<file path="src/rtl/tx_word_scheduler.sv">
// Four-requester word scheduler feeding a serial word transmitter: arbitrates, presents
// label/data, starts the transmitter and enforces an inter-word gap.
// Optional macro TX_SCHED_FIXED_PRIO_EN selects fixed priority (req[0] highest) over round-robin.
module tx_word_scheduler #(
  parameter int unsigned GAP_BITS = 4,
  parameter int unsigned START_TO = 16
) (
  input  logic        clk,
  input  logic        rst_n,
  input  logic [3:0]  req,
  input  logic [31:0] adr_in,
  input  logic [91:0] dat_in,
  input  logic        ce_tx,
  input  logic        en_tx_word,
  output logic        st,
  output logic [7:0]  ADR,
  output logic [22:0] DAT,
  output logic [3:0]  grant,
  output logic [3:0]  done,
  output logic        err
);

  localparam logic [7:0] ToMax  = 8'(START_TO - 1);
  localparam logic [3:0] GapMax = 4'(GAP_BITS);

  typedef enum logic [2:0] {StIdle, StLoad, StStart, StWaitBusy, StBusy, StGap} state_e;

  state_e      state_q, state_d;
  logic [1:0]  idx_q, idx_d;
  logic [7:0]  adr_q, adr_d;
  logic [22:0] dat_q, dat_d;
  logic [3:0]  grant_q, grant_d;
  logic [3:0]  done_q, done_d;
  logic        st_q, st_d;
  logic        err_q, err_d;
  logic [3:0]  gap_q, gap_d;
  logic [7:0]  to_q, to_d;
`ifndef TX_SCHED_FIXED_PRIO_EN
  logic [1:0]  ptr_q, ptr_d;
`endif

  logic [1:0]  win_idx;
  logic        win_vld;
  logic [7:0]  adr_sel;
  logic [22:0] dat_sel;
  logic [3:0]  gap_inc;

  assign gap_inc = (gap_q == 4'hF) ? 4'hF : gap_q + 4'd1;

  // Descending loops so the last hit (highest priority) wins.
  always_comb begin
    win_idx = 2'd0;
    win_vld = 1'b0;
`ifdef TX_SCHED_FIXED_PRIO_EN
    for (int i = 3; i >= 0; i--) begin
      if (req[i]) begin
        win_idx = 2'(i);
        win_vld = 1'b1;
      end
    end
`else
    for (int i = 4; i >= 1; i--) begin
      if (req[ptr_q + 2'(i)]) begin
        win_idx = ptr_q + 2'(i);
        win_vld = 1'b1;
      end
    end
`endif
  end

  always_comb begin
    adr_sel = '0;
    dat_sel = '0;
    for (int i = 0; i < 4; i++) begin
      if (idx_q == 2'(i)) begin
        adr_sel = adr_in[8*i +: 8];
        dat_sel = dat_in[23*i +: 23];
      end
    end
  end

  always_comb begin
    state_d = state_q;
    idx_d   = idx_q;
    adr_d   = adr_q;
    dat_d   = dat_q;
    grant_d = grant_q;
    done_d  = 4'b0;
    st_d    = 1'b0;
    err_d   = 1'b0;
    gap_d   = gap_q;
    to_d    = to_q;
`ifndef TX_SCHED_FIXED_PRIO_EN
    ptr_d   = ptr_q;
`endif
    unique case (state_q)
      StIdle: begin
        if (win_vld) begin
          idx_d   = win_idx;
          state_d = StLoad;
        end
      end
      StLoad: begin
        adr_d   = adr_sel;
        dat_d   = dat_sel;
        grant_d = 4'b0001 << idx_q;
        st_d    = 1'b1;
        state_d = StStart;
      end
      StStart: begin
        to_d    = 8'd0;
        state_d = StWaitBusy;
      end
      StWaitBusy: begin
        if (en_tx_word) begin
          state_d = StBusy;
        end else if (to_q == ToMax) begin
          // Timeout leaves the pointer alone so the same requester is retried first.
          err_d   = 1'b1;
          grant_d = 4'b0;
          state_d = StIdle;
        end else begin
          to_d = to_q + 8'd1;
        end
      end
      StBusy: begin
        if (!en_tx_word) begin
          done_d  = grant_q;
          grant_d = 4'b0;
          gap_d   = 4'd0;
`ifndef TX_SCHED_FIXED_PRIO_EN
          ptr_d   = idx_q;
`endif
          state_d = StGap;
        end
      end
      StGap: begin
        if (ce_tx) begin
          gap_d = gap_inc;
          if (gap_inc >= GapMax) state_d = StIdle;
        end
      end
      default: state_d = StIdle;
    endcase
  end

  always_ff @(posedge clk or negedge rst_n) begin
    if (!rst_n) begin
      state_q <= StIdle;
      idx_q   <= 2'd0;
      adr_q   <= '0;
      dat_q   <= '0;
      grant_q <= '0;
      done_q  <= '0;
      st_q    <= 1'b0;
      err_q   <= 1'b0;
      gap_q   <= '0;
      to_q    <= '0;
`ifndef TX_SCHED_FIXED_PRIO_EN
      ptr_q   <= 2'd3;
`endif
    end else begin
      state_q <= state_d;
      idx_q   <= idx_d;
      adr_q   <= adr_d;
      dat_q   <= dat_d;
      grant_q <= grant_d;
      done_q  <= done_d;
      st_q    <= st_d;
      err_q   <= err_d;
      gap_q   <= gap_d;
      to_q    <= to_d;
`ifndef TX_SCHED_FIXED_PRIO_EN
      ptr_q   <= ptr_d;
`endif
    end
  end

  assign st    = st_q;
  assign ADR   = adr_q;
  assign DAT   = dat_q;
  assign grant = grant_q;
  assign done  = done_q;
  assign err   = err_q;

endmodule

</file>
<file path="config.mk">
export PLATFORM = sky130hd
export DESIGN_NAME = tx_word_scheduler
export DESIGN_NICKNAME = d
export VERILOG_FILES = /design/src/rtl/tx_word_scheduler.sv
export SDC_FILE = /design/constraint.sdc
export NUM_CORES = 1
export LEC_CHECK = 0
export ABC_CLOCK_PERIOD_IN_PS = 2650
export CAP_MARGIN = 20
export CORE_MARGIN = 1.5
export CORE_UTILIZATION = 40
export DETAILED_ROUTE_END_ITERATION = 10
export GPL_TIMING_DRIVEN = 0
export MAX_ROUTING_LAYER = met4
export PLACE_DENSITY_LB_ADDON = 0.15
export SYNTH_ARGS = -nofsm -noshare
export SYNTH_HDL_FRONTEND = slang
export SYNTH_SLANG_ARGS = --single-unit
</file>
<file path="constraint.sdc">
create_clock -name clk -period 2.65 [get_ports clk]
set_input_delay 0.53 -clock clk [delete_from_list [all_inputs] [get_ports clk]]
set_output_delay 0.53 -clock clk [all_outputs]
set_load 0.01 [all_outputs]
</file>
Yosys cells after proc, flatten, opt, wreduce, memory -nomap -nowiden
Index checks and enable logic that the tools add are counted.
{"block": "totals", "reg_bits": 60, "input_bits": 132, "wordCells": 99, "out_inout_bits": 41}
{"block": "classes", "order_cmp": 5, "eq_ne": 18, "bitwise_logic": 1, "shifts": 1, "n_mux": 47, "n_addsub": 5, "reduce_logical": 11}
{"operator": "23-bit two-way mux", "n": 4}
{"operator": "8-bit two-way mux", "n": 6}
{"operator": "4-bit two-way mux", "n": 7}
{"operator": "3-bit two-way mux", "n": 6}
{"operator": "3-bit one-hot mux with 6 select lines", "n": 1}
{"operator": "8-bit one-hot mux with 2 select lines", "n": 1}
{"operator": "2-bit != test (second input constant)", "n": 7}
{"operator": "2-bit by 3-bit less-than comparator with 1-bit output (second input constant)", "n": 4}
{"operator": "1-bit two-way mux", "n": 12}
{"operator": "4-bit one-hot mux with 3 select lines", "n": 1}
{"operator": "8-bit by 1-bit adder with 8-bit output (second input constant)", "n": 1}
{"operator": "1-bit binary-select mux with 2-bit select", "n": 4}
{"operator": "8-bit by 4-bit equality test with 1-bit output (second input constant)", "n": 1}
{"operator": "2-bit two-way mux", "n": 4}
{"operator": "4-bit one-hot mux with 2 select lines", "n": 1}
{"operator": "3-bit by 2-bit equality test with 1-bit output (second input constant)", "n": 2}
{"operator": "3-bit equality test (second input constant)", "n": 2}
{"operator": "3-bit AND reduction", "n": 2}
{"operator": "5-bit AND reduction", "n": 1}
{"operator": "2-bit adder (second input constant)", "n": 2}
{"operator": "4-bit by 1-bit adder with 4-bit output (second input constant)", "n": 1}
{"operator": "2-bit equality test (second input constant)", "n": 2}
{"operator": "4-bit equality test (second input constant)", "n": 1}
{"operator": "4-bit by 3-bit >= comparator with 1-bit output (second input constant)", "n": 1}
{"operator": "12 further kinds", "n": 14}

Longest topological paths before layout
Gate-level depths: netlist (run 1).
{"block": "logic_depth", "depth_word": 8, "depth_mapped": 5}

Least setup slack after synthesis (run 1)
No wires, ideal clock.
{"block": "synth_path", "path_kind": "reg2reg", "start": "reg to_q[4]", "end": "reg grant_q[0], in the netlist grant[0]", "slack_ps": 805, "arrival_time_ps": 1720, "setup_ps": 125, "path_buffers": 0, "stages_incl_launch_ff": 5, "required_ps": 2525, "cell_sequence": "dfrtp_1 > or4_4 > or2_4 > o21ai_4 > mux2_2"}
{"block": "synth_between", "elab_chain_cells": 3}
{"item": "start, declared", "line": "37", "text": "logic [7:0] to_q, to_d;"}
{"item": "start signal, assigned", "line": "172", "text": "to_q <= to_d;"}
{"item": "8-bit by 4-bit equality test with 1-bit output", "line": "117", "text": "end else if (to_q == ToMax) begin"}
{"item": "2-bit != test (no line)"}
{"item": "4-bit AND reduction (no line)"}
{"item": "end signal, assigned", "line": "167", "text": "grant_q <= grant_d;"}
{"item": "end, declared", "line": "32", "text": "logic [3:0] grant_q, grant_d;"}
Every way passes these cells.
A chain may end at the register's enable or synchronous reset.

Final worst setup path (run 1)
{"block": "layout_path", "start": "in en_tx_word", "end": "reg grant_q[0], in the netlist grant[0]"}
{"block": "layout_between", "elab_chain_cells": 2, "elab_cells_between_ends": 3, "classes_between": "eq/ne (2); reduce/logical (1)"}
{"item": "start, declared", "line": "14", "text": "input logic en_tx_word,"}
{"item": "2-bit != test (no line)"}
{"item": "4-bit AND reduction (no line) (*)"}
Every way passes the cells marked *; elsewhere a longest branch is shown, timed or not.

==> results.toml, run 1 <==
[status]
status = "finished, final reports clean"

[logic_synthesis]
synthMuxAreaShare_pct = 33.3
synth.area.top_cells = "dfrtp_1 (43%), mux4_2 (21%), mux2_2 (12%)"
ys.flop_type = "dfrtp_1"
synth_top_area_cell = "dfrtp_1"
ys_types = 49
avgSynthCellArea_um2 = 13.7
synth_edf_count = 0
ys_ff_latch = 60
synth_top_family_by_area = "multiplexers"
synth_fp_nets = 380
synth.most_common_cell = "dfrtp_1"
synth-seq-area-share_pct = 44.6
ys_warn_count = 0
synth-simple-area-share_pct = 10.7
synthAdderAreaFrac_pct = 0.742
syn-cell-area_um2 = 3370
synthXorXnorAreaFrac_pct = 1.30
syn_inst = 246
synth_top_cell_area_share_pct = 43.0
synth_commonest_cells = "dfrtp_1 (58), mux2_2 (37), mux4_2 (31)"
async_flop_share_pct = 100
synth_compound_area_share_pct = 6.79

[critical_path]
crit_required_ps = 2870
cp_max_fo = 8
worst-setup-path-type = "primary input to flip-flop"
cp-end-kind = "flip-flop"
cp_data_arrival_time_ps = 2330
start_kind = "primary input"

[clock_network]
cts_tree = "built"
cts_setup_buffers = 0
cts.reportedPaths.clkPinSlew_ps = 70
clockBufferDepth = 2
cts.sinks = 60
cts-root-buf = "clkbuf_8"
post_cts_resized = 0
hold_buffers = 0
clk_latency_ps = 330
numCtsBuffers = 9
htree_levels = 3

[timing]
drv_slew = 0
fmax_mhz = 472
rsz0062_at_grt = "no"
finalSetupViolCount = 0
fin_crit_ps = 2120
finalSetupTns_ps = 0
clock-skew-final_ps = 10.1
holdWs_ps = 220
max_slew.worst_pin.slew_ps = 725
hold_viol = 0
slew_headroom_pct = 51.6
finalWorstSetupSlack_ps = 533
period_share_pct = 79.9

[pwr]
pwr_density_cell_nw_per_um2 = 939
swShare_pct = 33.0
leakagePower_nw = 2.14
p_switching_w = 0.00169
p_clk_share_pct = 16.3
combinationalPowerShare_pct = 54.4
p_seq_share_pct = 29.4
peakVddDrop_v = 0.000554
internal_power_w = 0.00342

[die]
ios = 173
core_um2 = 8180
die_w_um = 94.8
die_area_um2 = 8990
start_util_pct = 41.3
die_height_um = 94.8
rows = 33

[route]
drc = 0
num_vias = 2887
viasPerCell = 5.35
ant_nets = 0
drt_iter0_markers = 118
wl_um = 9510
wl_per_cell_um = 17.6
first_pass_iters = 4

[global_route]
antenna_found_initial = 0
grt_pass1_wl_um = 15000
grt_pass1_vias = 3042
grt_max_degree = 35
grt_usage_pct = 23.1
grt_overflow = 0

[place]
place_congestion = 0.828
place_ws_ps = 171
numPortBuffers = 172
placed_cells = 524
placed_cell_area_um2 = 5240
dp_hpwl_um = 7520

[layout]
drive_above_1_share_pct = 24.4
design_area_um2 = 5440
syn_to_final_growth_pct = 61.4
insertedDiodeCount = 0
fin_nets = 564
nFillCells = 623
stdcell_count = 540

[worst_hold_path]
hold_path.class = "primary input to async pin"

[job]
cap_violations = 0
worst paths after layout:
path                                      start  slack [ps]                    to  depth (start not counted)
max reg2reg                idx_q[1]$_DFFE_PN0P_         560    DAT[0]$_DFFE_PN0P_                          4
min                                       rst_n         220    ADR[7]$_DFFE_PN0P_                          1
max in group asynchronous                 rst_n        1760  ptr_q[0]$_DFFE_PN1P_                          2
min reg2reg                  DAT[7]$_DFFE_PN0P_         510    DAT[7]$_DFFE_PN0P_                          1
min in group clk             DAT[7]$_DFFE_PN0P_         510    DAT[7]$_DFFE_PN0P_                          1
max                                  en_tx_word         530  grant[0]$_DFFE_PN0P_                          5
registers in the layout, summed over array words and instances (netlist names):
| name | cells |
|---|---|
| ADR | 8 |
| DAT | 23 |
| done | 4 |
| err | 1 |
| gap_q | 4 |
| grant | 4 |
| idx_q | 2 |
| ptr_q | 2 |
| st | 1 |
| state_q | 3 |
| to_q | 8 |
per-layer routing:
metal	track usage, %	up-vias	share of wire [%]
met5	-	-	0
met2	39.0	130	51
li1	-	1322	-
met3	7.33	23	8.7
met4	10.6	0	2.7
met1	24.5	1412	37
cell type report:
cell class,instances,area (µm²),share of cell area (%)
plain buffers,15,66.3,1.22
clock buffers,12,155,2.85
clock inverters,4,47.5,0.873
inverters,5,18.8,0.345
multi-input cells,166,1780,32.8
flip-flops and latches,60,1500,27.6
well taps,105,131,2.41
repair buffers,173,1740,31.9
cell families after synthesis:
| kind of cell | count (synthesis) |
|---|---|
| compound gates | 33 |
| xor+xnor | 5 |
| fa+ha+maj | 2 |
| buf+inv | 20 |
| flops | 60 |
| mux | 69 |
| simple gates | 57 |
placed cells by master, fill, tap and decap left out, types with 7 or more instances in the layout:
| master | instances |
|---|---|
| clkdlybuf4s50_1 | 171 |
| dfrtp_1 | 58 |
| mux2_2 | 37 |
| mux4_2 | 31 |
| clkbuf_8 | 11 |
| nor2_1 | 10 |
| buf_2 | 9 |
| a21oi_1 | 9 |
| o21ai_0 | 9 |
| clkbuf_1 | 7 |
| nand2_1 | 7 |
metrics by stage:
stage | utilization [%] | power, W
after floorplan | - | 0.00318
after global placement | 63.9 | 0.00427
after detailed placement | 64.1 | 0.00433
after CTS | 66.6 | 0.00519
after global routing | 66.6 | 0.00543
final | 66.6 | 0.00511
critical path: stages:
cell             delay (ps)
clkdlybuf4s50_1         520
nor4b_2                 640
nor2_1                  160
o21ai_4                 130
mux2_2                  360
power groups by stage:
stage	clock network (W)	logic [W]	registers, W
6_report	0.000833	0.00278	0.00150
4_1_cts	0.000855	0.00283	0.00150
2_1_floorplan	0	0.00157	0.00161
5_1_grt	0.000888	0.00300	0.00155
3_3_place_gp	0	0.00278	0.00149
3_5_place_dp	0	0.00282	0.00151
No activity file was read; power rests on OpenSTA's default activity.
==> inputs of run 2 (changes only) <==
- ABC_CLOCK_PERIOD_IN_PS: 2650 -> 2050
- clock period: 2.65 -> 2.05 ns (I/O delays scaled with it)
==> run 2 against run 1 <==
Utilization is 0.58 points higher; critical endpoint unchanged; critical path depth decreased by 1; clock skew increased by 0.80 ps; via count is 0.42% higher; critical path type is now flip-flop to flip-flop; clock-buffer cell count stayed put; largest power group unchanged; power is 31% higher; worst hold slack worse by 120 ps.
==> results.toml, run 2 (same netlist as run 1, synthesis figures left out) <==
[layout]
insertedDiodeCount = 0
fin_nets = 566
largest_reg_flops = 23
nFillCells = 616
most-common-layout-cells = "clkdlybuf4s50_1 (171), dfrtp_1 (58), mux2_2 (37), mux4_2 (31), clkbuf_8 (11)"
multi_input_area_um2 = 1810
register_area_um2 = 1500
drive_above_1_share_pct = 25.6
syn_to_final_growth_pct = 62.8
design_area_um2 = 5490
mostFrequentLayoutCell = "clkdlybuf4s50_1"

[clock_network]
clk_latency_ps = 330
cts.sinks = 60
htree_levels = 3
numCtsBuffers = 9
cts.reportedPaths.clkPinSlew_ps = 70
cts_tree = "built"
hold_buffers = 0
clockBufferDepth = 2
cts-root-buf = "clkbuf_8"

[global_route]
grt_pass1_vias = 3048
grt_max_degree = 35
antenna_found_initial = 0
grt_pass1_wl_um = 15000
grt_usage_pct = 23.1
grt_overflow = 0

[route]
ant_nets = 0
num_vias = 2899
viasPerCell = 5.35
drc = 0
first_pass_iters = 4
wl_per_cell_um = 17.6
drt_iter0_markers = 166
wl_um = 9540

[job]
cap_violations = 0

[pwr]
pwr_density_cell_nw_per_um2 = 1220
leakagePower_nw = 2.17
peakVddDrop_v = 0.000717
p_total_w = 0.00669

[timing]
max_slew.worst_pin.slew_ps = 725
fmax_mhz = 510
holdWs_ps = 99.1
period_share_pct = 95.7
drv_slew = 0
fin_crit_ps = 1960
slew_headroom_pct = 51.6
hold_viol = 0
finalSetupTns_ps = 0
rsz0062_at_grt = "no"
clock-skew-final_ps = 10.9
finalSetupViolCount = 0

[critical_path]
path_delay_family = "simple AND/OR/NAND/NOR gates"
rrSetupSlack_ps = 90
r2r_start = "to_q[4]$_DFFE_PN0P_"
cp_slowest_cell = "or4_4"
cp-end-kind = "flip-flop"
slowest_delay_ps = 590
start_kind = "flip-flop"
r2r_end = "grant[0]$_DFFE_PN0P_"
cp_data_arrival_time_ps = 2170
crit_required_ps = 2260
cp_max_fo = 4
crit_buf_inv = 0
path_cells = "or4_4 -> or2_4 -> o21ai_4 -> mux2_2"
reg2reg_depth = 4
worst-setup-path-type = "flip-flop to flip-flop"

[status]
status = "finished, final reports clean"

[die]
die_w_um = 94.8
die_area_um2 = 8990
die_height_um = 94.8
start_util_pct = 41.3
rows = 33
ios = 173
core_um2 = 8180

[worst_hold_path]
hold_path.class = "primary input to async pin"

[place]
placed_cell_area_um2 = 5240
numPortBuffers = 172
dp_hpwl_um = 7520
place_congestion = 0.828
[run 2: cell types whose count changed in the layout (fill, tap and decap cells not counted)]
cell	change
nor4b_4	+1
nor4b_2	-1
clkbuf_1	-3
nor4_2	+1
clkbuf_4	+2
nor3b_2	-1
buf_4	+3
clkbuf_2	+2
buf_2	-2
nor4_1	-1
nor3b_4	+1
[run 2: area by class of cell]
cell class                 instances  area share [%]
clock buffer                      12            2.83
clock inverter                     4           0.866
sequential                        60            27.4
tap                              105            2.39
multi-input combinational        166            32.9
timing repair buffer             176            32.0
buffer                            14            1.28
inverter                           5           0.342
[run 2: worst register-to-register path: cells and delay by family, from the launching register on]
family           cells  cell delay [ps]
AND/OR/NAND/NOR      2              860
AO/OA/AOI/OAI        1              210
flip-flops           1              420
multiplexers         1              360
[run 2: repair_timing]
action,CTS,global route
pin swaps,0,1
buffers inserted,0,3
resized for setup,4,3
endpoints found under the setup margin,30,28
[run 2: power by group]
| group | internal [W] | switching, W | total [W] |
|---|---|---|---|
| Combinational | 0.00219 | 0.00144 | 0.00363 |
| Clock | 0.000624 | 0.000452 | 0.00108 |
| Sequential | 0.00167 | 0.000315 | 0.00198 |
[run 2: worst max path at each step]
stage | start | end | depth (start not counted)
2_1_floorplan | to_q[4]$_DFFE_PN0P_ | grant[0]$_DFFE_PN0P_ | 4
3_5_place_dp | en_tx_word | grant[1]$_DFFE_PN0P_ | 5
5_1_grt | idx_q[0]$_DFFE_PN0P_ | DAT[8]$_DFFE_PN0P_ | 4
3_3_place_gp | rst_n | DAT[4]$_DFFE_PN0P_ | 1
4_1_cts | idx_q[1]$_DFFE_PN0P_ | DAT[12]$_DFFE_PN0P_ | 4
6_report | to_q[4]$_DFFE_PN0P_ | grant[0]$_DFFE_PN0P_ | 4
[run 2: through the flow]
step,instances,worst slack (ps),utilization [%]
after floorplan,246,205,-
after global placement,523,-1400,63.9
after detailed placement,524,-309,64.1
after CTS,540,13.7,66.8
after global routing,542,29.6,67.2
final,542,88.0,67.2
[run 2: routing by layer]
metal | vias to the layer above | wire, µm | global-route usage (%)
met5 | - | 0 | -
met1 | 1421 | 3530 | 24.7
li1 | 1329 | - | -
met4 | 0 | 260 | 10.6
met2 | 125 | 4950 | 39.0
met3 | 24 | 809 | 7.33
==> inputs of run 3 (changes only) <==
- CORE_ASPECT_RATIO: unset -> 0.8
- TNS_END_PERCENT: unset -> 5
==> run 3 against run 2 <==
Combinational power decreased by 1%; sequential share of layout area about the same; die area about the same; via count decreased by 2.0%; critical path type unchanged.
==> results.toml, run 3 (same netlist as run 1, synthesis figures left out) <==
[timing]
drv_slew = 0
finalWorstSetupSlack_ps = 94.2
hold_viol = 0
slew_headroom_pct = 51.7
finalSetupTns_ps = 0
period_share_pct = 95.4
clock-skew-final_ps = 7.41
fmax_mhz = 511
holdWs_ps = 98.5
max_slew.worst_pin.slew_ps = 723
finalSetupViolCount = 0
fin_crit_ps = 1960

[job]
cap_violations = 0

[pwr]
peakVddDrop_v = 0.000632
leakagePower_nw = 2.16
pwr_density_cell_nw_per_um2 = 1240

[layout]
largest_reg_flops = 23
post-route-util_pct = 68.2
nFillCells = 635
multi_input_area_um2 = 1800
register_area_um2 = 1500
stdcell_count = 542
fin_nets = 563
insertedDiodeCount = 0
syn_to_final_growth_pct = 62.9
mostFrequentLayoutCell = "clkdlybuf4s50_1"
most-common-layout-cells = "clkdlybuf4s50_1 (171), dfrtp_1 (58), mux2_2 (37), mux4_2 (31), nor2_1 (10)"
drive_above_1_share_pct = 24.4

[worst_hold_path]
hold_path.class = "primary input to async pin"

[critical_path]
slowest_delay_ps = 590
path_cells = "or4_4 -> or2_4 -> o21ai_4 -> mux2_2"
worst-setup-path-type = "flip-flop to flip-flop"
crit_required_ps = 2280
start_kind = "flip-flop"
cp_max_fo = 4
cp_slowest_cell = "or4_4"
cp_data_arrival_time_ps = 2180
cp-end-kind = "flip-flop"

[clock_network]
cts-root-buf = "clkbuf_8"
htree_levels = 3
clk_latency_ps = 340
clockBufferDepth = 2
numCtsBuffers = 9
cts.reportedPaths.clkPinSlew_ps = 60
cts_tree = "built"
cts.sinks = 60

[route]
wl_um = 9200
viasPerCell = 5.24
ant_nets = 0
wl_per_cell_um = 17.0
drc = 0
first_pass_iters = 4
drt_iter0_markers = 112
num_vias = 2841

[place]
dp_hpwl_um = 7310
placed_cells = 527
place_ws_ps = -302
place_congestion = 0.789
numPortBuffers = 172

[die]
rows = 29
die_area_um2 = 9000
die_w_um = 106
die_height_um = 85.1
start_util_pct = 41.9
ios = 173
core_um2 = 8060

[global_route]
grt_usage_pct = 22.9
antenna_found_initial = 0
grt_pass1_wl_um = 15200
grt_overflow = 0
grt_pass1_vias = 3021
grt_max_degree = 34

[status]
status = "finished, final reports clean"
[run 3: report_power, final]
part           internal (W)  switching, W  total, W  leakage [nW]
registers           0.00167      0.000310   0.00198         0.744
logic               0.00216       0.00143   0.00358          1.31
clock network      0.000809      0.000462   0.00127         0.111
[run 3: cell type report]
| cell class | count | area share, % |
|---|---|---|
| Sequential cell | 60 | 27.4 |
| Inverter | 5 | 0.341 |
| Multi-Input combinational cell | 166 | 32.7 |
| Timing Repair Buffer | 173 | 31.6 |
| Clock buffer | 12 | 2.46 |
| Clock inverter | 4 | 1.78 |
| Buffer | 14 | 1.27 |
| Tap cell | 108 | 2.46 |
[run 3: through the flow]
step                      total power [W]  cell area [µm²]
after floorplan                   0.00411             3370
after global placement            0.00552             5230
after detailed placement          0.00559             5250
after CTS                         0.00690             5490
after global routing              0.00728             5500
final                             0.00683             5500
[run 3: path summary, 6_finish.rpt]
| path | slack, ps | start | endpoint | depth (start not counted) |
|---|---|---|---|---|
| worst max-delay path | 90 | to_q[4]$_DFFE_PN0P_ | grant[3]$_DFFE_PN0P_ | 4 |
| worst min register to register | 510 | ADR[4]$_DFFE_PN0P_ | ADR[4]$_DFFE_PN0P_ | 1 |
| min in group clk | 510 | ADR[4]$_DFFE_PN0P_ | ADR[4]$_DFFE_PN0P_ | 1 |
| max in group asynchronous | 1340 | rst_n | DAT[3]$_DFFE_PN0P_ | 2 |
| worst max register to register | 90 | to_q[4]$_DFFE_PN0P_ | grant[3]$_DFFE_PN0P_ | 4 |
| worst min-delay path | 100 | rst_n | DAT[21]$_DFFE_PN0P_ | 1 |
[run 3: per-layer routing]
metal | GRT usage, % | vias up | wire length [µm] | part of all wire (%)
met1 | 27.1 | 1394 | 3710 | 40
met5 | - | - | 0 | 0
met2 | 37.5 | 111 | 4640 | 50
met3 | 7.83 | 17 | 648 | 7.0
li1 | - | 1319 | - | -
met4 | 6.63 | 0 | 191 | 2.1
[run 3: repair_timing]
action                                  4_1_cts  5_1_grt
hold buffers                                  0        0
setup buffers                                 0        0
endpoints found under the setup margin       24       29
pin swaps                                     0        0
resized for setup                             3        3
[run 3: critical path: cells and delay by family (launching register included)]
kind             cells  cell delay [ps]
multiplexers         1              360
flip-flops           1              420
AO/OA/AOI/OAI        1              210
AND/OR/NAND/NOR      2              860
